`src/rtl/btn_conditioner.sv`:
```
// Multi-channel push-button conditioner: 2-flop synchronizer, debounce filter,
// registered press/release pulses and optional auto-repeat per channel.
module btn_conditioner #(
    parameter int N_CH       = 4,
    parameter int DB_CYCLES  = 50000,
    parameter int ACT_LOW    = 1,
    parameter int REP_EN     = 0,
    parameter int REP_DELAY  = 25000000,
    parameter int REP_PERIOD = 5000000
) (
    input  logic            clk,
    input  logic            reset,
    input  logic [N_CH-1:0] btn_raw,
    output logic [N_CH-1:0] level,
    output logic [N_CH-1:0] press,
    // "release" and "repeat" are SystemVerilog keywords, hence the suffix.
    output logic [N_CH-1:0] release_pulse,
    output logic [N_CH-1:0] repeat_pulse
);

    typedef enum logic [1:0] {
        IDLE,
        HOLD_DELAY,
        HOLD_REPEAT
    } rep_state_t;

    localparam int   DB_W     = $clog2(DB_CYCLES + 1);
    localparam logic RAW_IDLE = (ACT_LOW != 0);

    if (N_CH < 1 || N_CH > 16) begin : g_bad_n_ch
        $error("btn_conditioner: N_CH must be 1..16");
    end
    if (DB_CYCLES < 1 || DB_CYCLES > (1 << 20)) begin : g_bad_db
        $error("btn_conditioner: DB_CYCLES must be 1..2^20");
    end
    if (REP_DELAY < 1 || REP_DELAY > (1 << 26) ||
        REP_PERIOD < 1 || REP_PERIOD > (1 << 26)) begin : g_bad_rep
        $error("btn_conditioner: REP_DELAY/REP_PERIOD must be 1..2^26");
    end

    for (genvar ch = 0; ch < N_CH; ch++) begin : g_ch
        logic [1:0]      sync_q;
        logic            sample;
        logic [DB_W-1:0] db_cnt_q;
        logic            level_q;
        logic            press_q;
        logic            release_q;
        logic            db_done;

        assign sample  = (ACT_LOW != 0) ? ~sync_q[1] : sync_q[1];
        // The counter only runs while the sample disagrees with level, so
        // reaching the terminal count is exactly the moment level flips.
        assign db_done = (sample != level_q) &&
                         (db_cnt_q == DB_W'(DB_CYCLES - 1));

        // NOTE: non-blocking assignments make every flop here sample the
        // pre-edge values, so the synchronizer really is two stages deep.
        always_ff @(posedge clk) begin
            if (reset) begin
                sync_q    <= {2{RAW_IDLE}};
                db_cnt_q  <= '0;
                level_q   <= 1'b0;
                press_q   <= 1'b0;
                release_q <= 1'b0;
            end else begin
                sync_q    <= {sync_q[0], btn_raw[ch]};
                press_q   <= db_done & ~level_q;
                release_q <= db_done &  level_q;
                if (sample == level_q) begin
                    db_cnt_q <= '0;
                end else if (db_done) begin
                    db_cnt_q <= '0;
                    level_q  <= ~level_q;
                end else begin
                    db_cnt_q <= db_cnt_q + DB_W'(1);
                end
            end
        end

        assign level[ch]         = level_q;
        assign press[ch]         = press_q;
        assign release_pulse[ch] = release_q;

        if (REP_EN != 0) begin : g_rep
            localparam int REP_MAX = (REP_DELAY > REP_PERIOD) ? REP_DELAY : REP_PERIOD;
            localparam int REP_W   = $clog2(REP_MAX + 1);

            rep_state_t       state_q;
            rep_state_t       state_d;
            logic [REP_W-1:0] rep_cnt_q;
            logic [REP_W-1:0] rep_cnt_d;
            logic             fire;
            logic             fall_now;

            // Leaving on the debounced fall (not the registered release) keeps
            // the FSM idle during the release pulse cycle.
            assign fall_now = db_done & level_q;

            always_ff @(posedge clk) begin
                if (reset) begin
                    state_q   <= IDLE;
                    rep_cnt_q <= '0;
                end else begin
                    state_q   <= state_d;
                    rep_cnt_q <= rep_cnt_d;
                end
            end

            // NOTE: every output of this block gets a default first, so no
            // path through the case can infer a latch.
            always_comb begin
                state_d   = state_q;
                rep_cnt_d = rep_cnt_q + REP_W'(1);
                fire      = 1'b0;
                case (state_q)
                    IDLE: begin
                        rep_cnt_d = '0;
                        if (press_q) begin
                            state_d = HOLD_DELAY;
                        end
                    end
                    HOLD_DELAY: begin
                        if (rep_cnt_q == REP_W'(REP_DELAY - 1)) begin
                            fire      = 1'b1;
                            state_d   = HOLD_REPEAT;
                            rep_cnt_d = '0;
                        end
                    end
                    HOLD_REPEAT: begin
                        if (rep_cnt_q == REP_W'(REP_PERIOD - 1)) begin
                            fire      = 1'b1;
                            rep_cnt_d = '0;
                        end
                    end
                    default: begin
                        state_d   = IDLE;
                        rep_cnt_d = '0;
                    end
                endcase
                if (fall_now) begin
                    state_d   = IDLE;
                    rep_cnt_d = '0;
                end
            end

            assign repeat_pulse[ch] = fire;
        end else begin : g_no_rep
            assign repeat_pulse[ch] = 1'b0;
        end
    end

endmodule

```
`config.mk`:
```
export PLATFORM = sky130hd
export DESIGN_NAME = btn_conditioner
export DESIGN_NICKNAME = d
export VERILOG_FILES = /design/src/rtl/btn_conditioner.sv
export SDC_FILE = /design/constraint.sdc
export NUM_CORES = 1
export LEC_CHECK = 0
export BUFFER_PORTS_ARGS = -buffer_cell sky130_fd_sc_hd__buf_2
export CAP_MARGIN = 25
export CORE_MARGIN = 5
export CORE_UTILIZATION = 48
export DETAILED_ROUTE_END_ITERATION = 10
export GPL_TIMING_DRIVEN = 0
export PLACE_DENSITY = 0.65
export SYNTH_ARGS = -nofsm -noshare
export SYNTH_HDL_FRONTEND = slang
export SYNTH_SLANG_ARGS = --single-unit
```
`constraint.sdc`:
```
create_clock -name clk -period 2.2 [get_ports clk]
set_input_delay 0.44 -clock clk [delete_from_list [all_inputs] [get_ports clk]]
set_output_delay 0.44 -clock clk [all_outputs]
set_load 0.005 [all_outputs]
```
; ---- After elaboration in Yosys (flattened, before gate mapping)
; Cells that the tools add are included.
; Widths: inputs -> output; s select.
[classes]
add_sub_neg = 4
n_eq_ne = 12
n_bitwise = 20
n_reduce_logical = 12
[ops]
columns = op, count
row1 = $add 16x1->16 const B, 4
row2 = $eq 16x16->1 const B, 4
row3 = $not 1->1, 12
row4 = $reduce_or 3->1, 4
row5 = $and 1x1->1, 8
row6 = $reduce_and 2->1, 4
row7 = $eq 1x1->1, 4
row8 = $logic_and 1x1->1, 4
row9 = $ne 1x1->1, 4
[word_totals]
register_bits = 84
input_bits = 6
out_inout_bits = 16
word_cells = 68

; ---- Depth between registers and ports, before layout
[logic_depth]
word_depth = 4
mapped_depth = 7
ltp_nobuf = 5

; ---- Least setup slack after synthesis
; No wires, ideal clock.
[synth_path]
path_type = flip-flop to flip-flop
startpoint = register g_ch[3].db_cnt_q[4]
endpoint = register g_ch[3].db_cnt_q[10]
setup_ns = 0.115
arrival_time_ns = 1.584
t_required_ns = 2.085
slack_ns = 0.501
stages_incl_launch_ff = 6
path_buffers = 1
period_less_slack_ns = 1.699
path_cell_list = dfxtp_1 > or4_4 > nor4_4 > nand2b_4 > buf_8 > nor2_1
[synth_via]
elab_chain_cells = 3
elab_cells_between_ends = 4
cone_classes = add/sub: 1 / eq/ne: 1 / reduce/logical: 2
[synth_rtl]
columns = element, line_no
row1 = start: declaration, 44  ; logic [DB_W-1:0] db_cnt_q;
row2 = start signal: assignment, 75  ; db_cnt_q <= db_cnt_q + DB_W'(1);
row3 = branches (longest 3 deep; another with $add 16x1->16), -
; Several ways; the timed one is not identified.
; A chain may end at the register's enable or synchronous reset.

; ---- Worst setup path in the final report
[layout_path]
startpoint = register g_ch[1].db_cnt_q[0]
endpoint = register g_ch[1].db_cnt_q[9]
[layout_via]
elab_chain_cells = 3
elab_cells_between_ends = 4
cone_classes = add/sub: 1 / eq/ne: 1 / reduce/logical: 2
[layout_rtl]
columns = element, line_no
row1 = start: declaration, 44
row2 = start signal: assignment, 75
row3 = branches (longest 3 deep; another with $add 16x1->16), -
; Several ways; the timed one is not identified.

==> flow_summary.ini <==
[logic_synthesis]
ys_warn_count = 0
synth.distinct_cells = 41
synth-async-reset-ratio = 0
synth-seq-area-share = 0.464
syn-cell-area_um2 = 3630
synth_edf_count = 0
syn_area_per_cell_um2 = 9.14
synth_top_flop_cell = dfxtp_1
ys_seq_elements = 84
synthCells = 397

[cts]
cts_root_buffer = clkbuf_8
post-cts-setup-buffer-count = 0
clk_latency_ns = 0.35
cts_buffers = 9
postCtsHoldBufs = 0
clkTransAtPathRegs_ns = 0.08
cts_tree = done
max-clock-path-buffers = 2
cts-resized-gates = 0
clock_sinks = 84
htreeDepth = 3

[min_path]
hp-class = in -> reg

[timing]
post-route-period-util = 0.881
period_needed_ns = 1.94
fin_skew_ns = 0.00983
rsz0062_at_grt = no
fmax_ghz = 0.516
hold_ws_ns = 0.275
fin_setup_tns_ns = 0
setup_ws_ns = 0.261
drv_slew = 0
final_hold_viol_count = 0
setup_viol = 0

[power]
power_density_nw_per_um2 = 658
ir_worst_vdd_v = 0.000366
leakage_nw = 1.30
totalPowerFinal_w = 0.00266

[layout]
insertedDiodeCount = 0
final_core_util = 0.554
final_nets = 438
final_common_cell = dfxtp_1
final_cell_mix = 84 x dfxtp_1, 74 x nor2_1, 42 x xnor2_1
drive_above_1_share = 0.162
area_delta_synth_final_pct = 11.3

[setup_path]
start_kind = flip-flop
end_kind = flip-flop
worst_ep_required_time_ns = 2.44
crit_type = reg -> reg
worstPathMaxFanout = 10
worst_path_max_delay_cell = nor3_1
critical-path-max-stage-delay_ns = 0.43
crit_arrival_ns = 2.17
cp_cell_sequence = ha_1, nand3_1, nor3_1, a211o_1, buf_2, nor2_1

[global_route]
grt.overflow.total = 0
grt_pass1_vias = 2503
grt_max_degree = 14
grt_antenna_before_repair = 0
grt_first_pass_wirelength_mm = 11.1
grt_usage = 0.141

[route]
vias = 2649
wl_per_cell_um = 11.8
drtAntennaViolNets = 0
via_per_inst = 4.99
drt_iter0_markers = 61
drt-pass1-iter-count = 4
drt_drc_violations_left = 0
drt-total-wl_mm = 6.29

[placement]
gp_congestion = 0.799
dpl.hpwl_mm = 4.44
dp_slack_ns = 0.291
port_buffers = 17

[floorplan]
die_w_um = 96.9
core_area_um2 = 7290
start_util = 0.497
fp.dieH_um = 96.9
rows = 31
io_pins = 22
die_area_um2 = 9400

[run_status]
status = finished, final reports clean

[job]
maxCapViolations = 0
## cell families (layout without fill, tap and decap cells)
| group | after synthesis | in the layout | share of synthesized area |
|---|---|---|---|
| compound gates | 11 | 11 | 0.0200 |
| xor+xnor | 57 | 57 | 0.138 |
| fa+ha+maj | 4 | 4 | 0.0138 |
| buf+inv | 38 | 70 | 0.0649 |
| flops | 84 | 84 | 0.464 |
| mux | 1 | 1 | 0.00276 |
| other cells | 1 | 4 | 0.00103 |
| simple gates | 201 | 201 | 0.296 |
## metrics by stage
step / cells / cell area (µm²)
global placement: 516 / 3850
CTS: 531 / 4040
global route: 531 / 4040
detailed placement: 516 / 3850
floorplan: 400 / 3640
finish: 531 / 4040
## layer usage
metal,up-vias,GRT usage,wire [µm]
met5,-,0,0
met4,0,0.0778,115
met3,9,0.0302,213
met2,45,0.215,2740
met1,1200,0.185,3220
li1,1395,-,-
## sequential cells by signal (all words and copies together), names as in the netlist
register        count
g_ch.db_cnt_q      64
g_ch.level_q        4
g_ch.press_q        4
g_ch.release_q      4
g_ch.sync_q         8
## worst max-delay path: cells and delay by family (launching register included)
family	cells	cell delay, ns
AOI/OAI and AO/OA	1	0.30
adders and majority gates	1	0.26
buffers and inverters	1	0.25
DFF	1	0.37
and+or+nand+nor	3	0.64
## power breakdown
group          internal (W)  leakage [nW]  total (W)  switching [W]
sequential          0.00153         0.679    0.00153     0.00000548
combinational     0.0000211         0.534  0.0000466      0.0000255
clock              0.000548        0.0914    0.00108       0.000528
total               0.00210          1.30    0.00266       0.000559
## final timing paths
path | from | endpoint | slack, ns | depth (start not counted)
setup / recovery | g_ch[1].db_cnt_q[0] | g_ch[1].db_cnt_q[9] | 0.26 | 6
hold / removal | btn_raw[3] | g_ch[3].sync_q[0] | 0.28 | 2
setup reg to reg | g_ch[1].db_cnt_q[0] | g_ch[1].db_cnt_q[9] | 0.26 | 6
hold reg to reg | g_ch[2].sync_q[0] | g_ch[2].sync_q[1] | 0.40 | 1
## cell type report
type | count | area, µm²
inverter | 14 | 52.6
tap | 99 | 124
multi-input combinational | 278 | 1720
clock buffer | 11 | 141
sequential | 84 | 1680
buffer | 24 | 183
clock inverter | 4 | 50.0
fill | 713 | 3250
timing repair buffer | 17 | 85.1
## synthesized netlist by cell type, types with 2 or more instances
library cell  instances  share of area
nor4_4                2          0.012
nor4bb_1              2         0.0055
nand4b_1              2         0.0048
xnor2_1              42           0.10
and3_1                5         0.0086
buf_8                 2         0.0083
nand4_1              17          0.029
or3_1                 2         0.0034
or4bb_1               2         0.0062
dfxtp_1              84           0.46
or4_4                 2         0.0062
and4_1                2         0.0048
buf_4                16          0.033
nor3_1               17          0.023
nor2_1               74          0.077
ha_1                  4          0.014
or2_2                10          0.017
xor2_1               15          0.036
nor4b_1               2         0.0048
nand2_1              16          0.017
inv_1                14          0.014
a31o_2                2         0.0048
clkbuf_1              3         0.0031
nand3_1              22          0.030
buf_2                 2         0.0028
nor4_1               17          0.029
a21oi_1               5         0.0069
No activity file was read; power rests on OpenSTA's default activity.
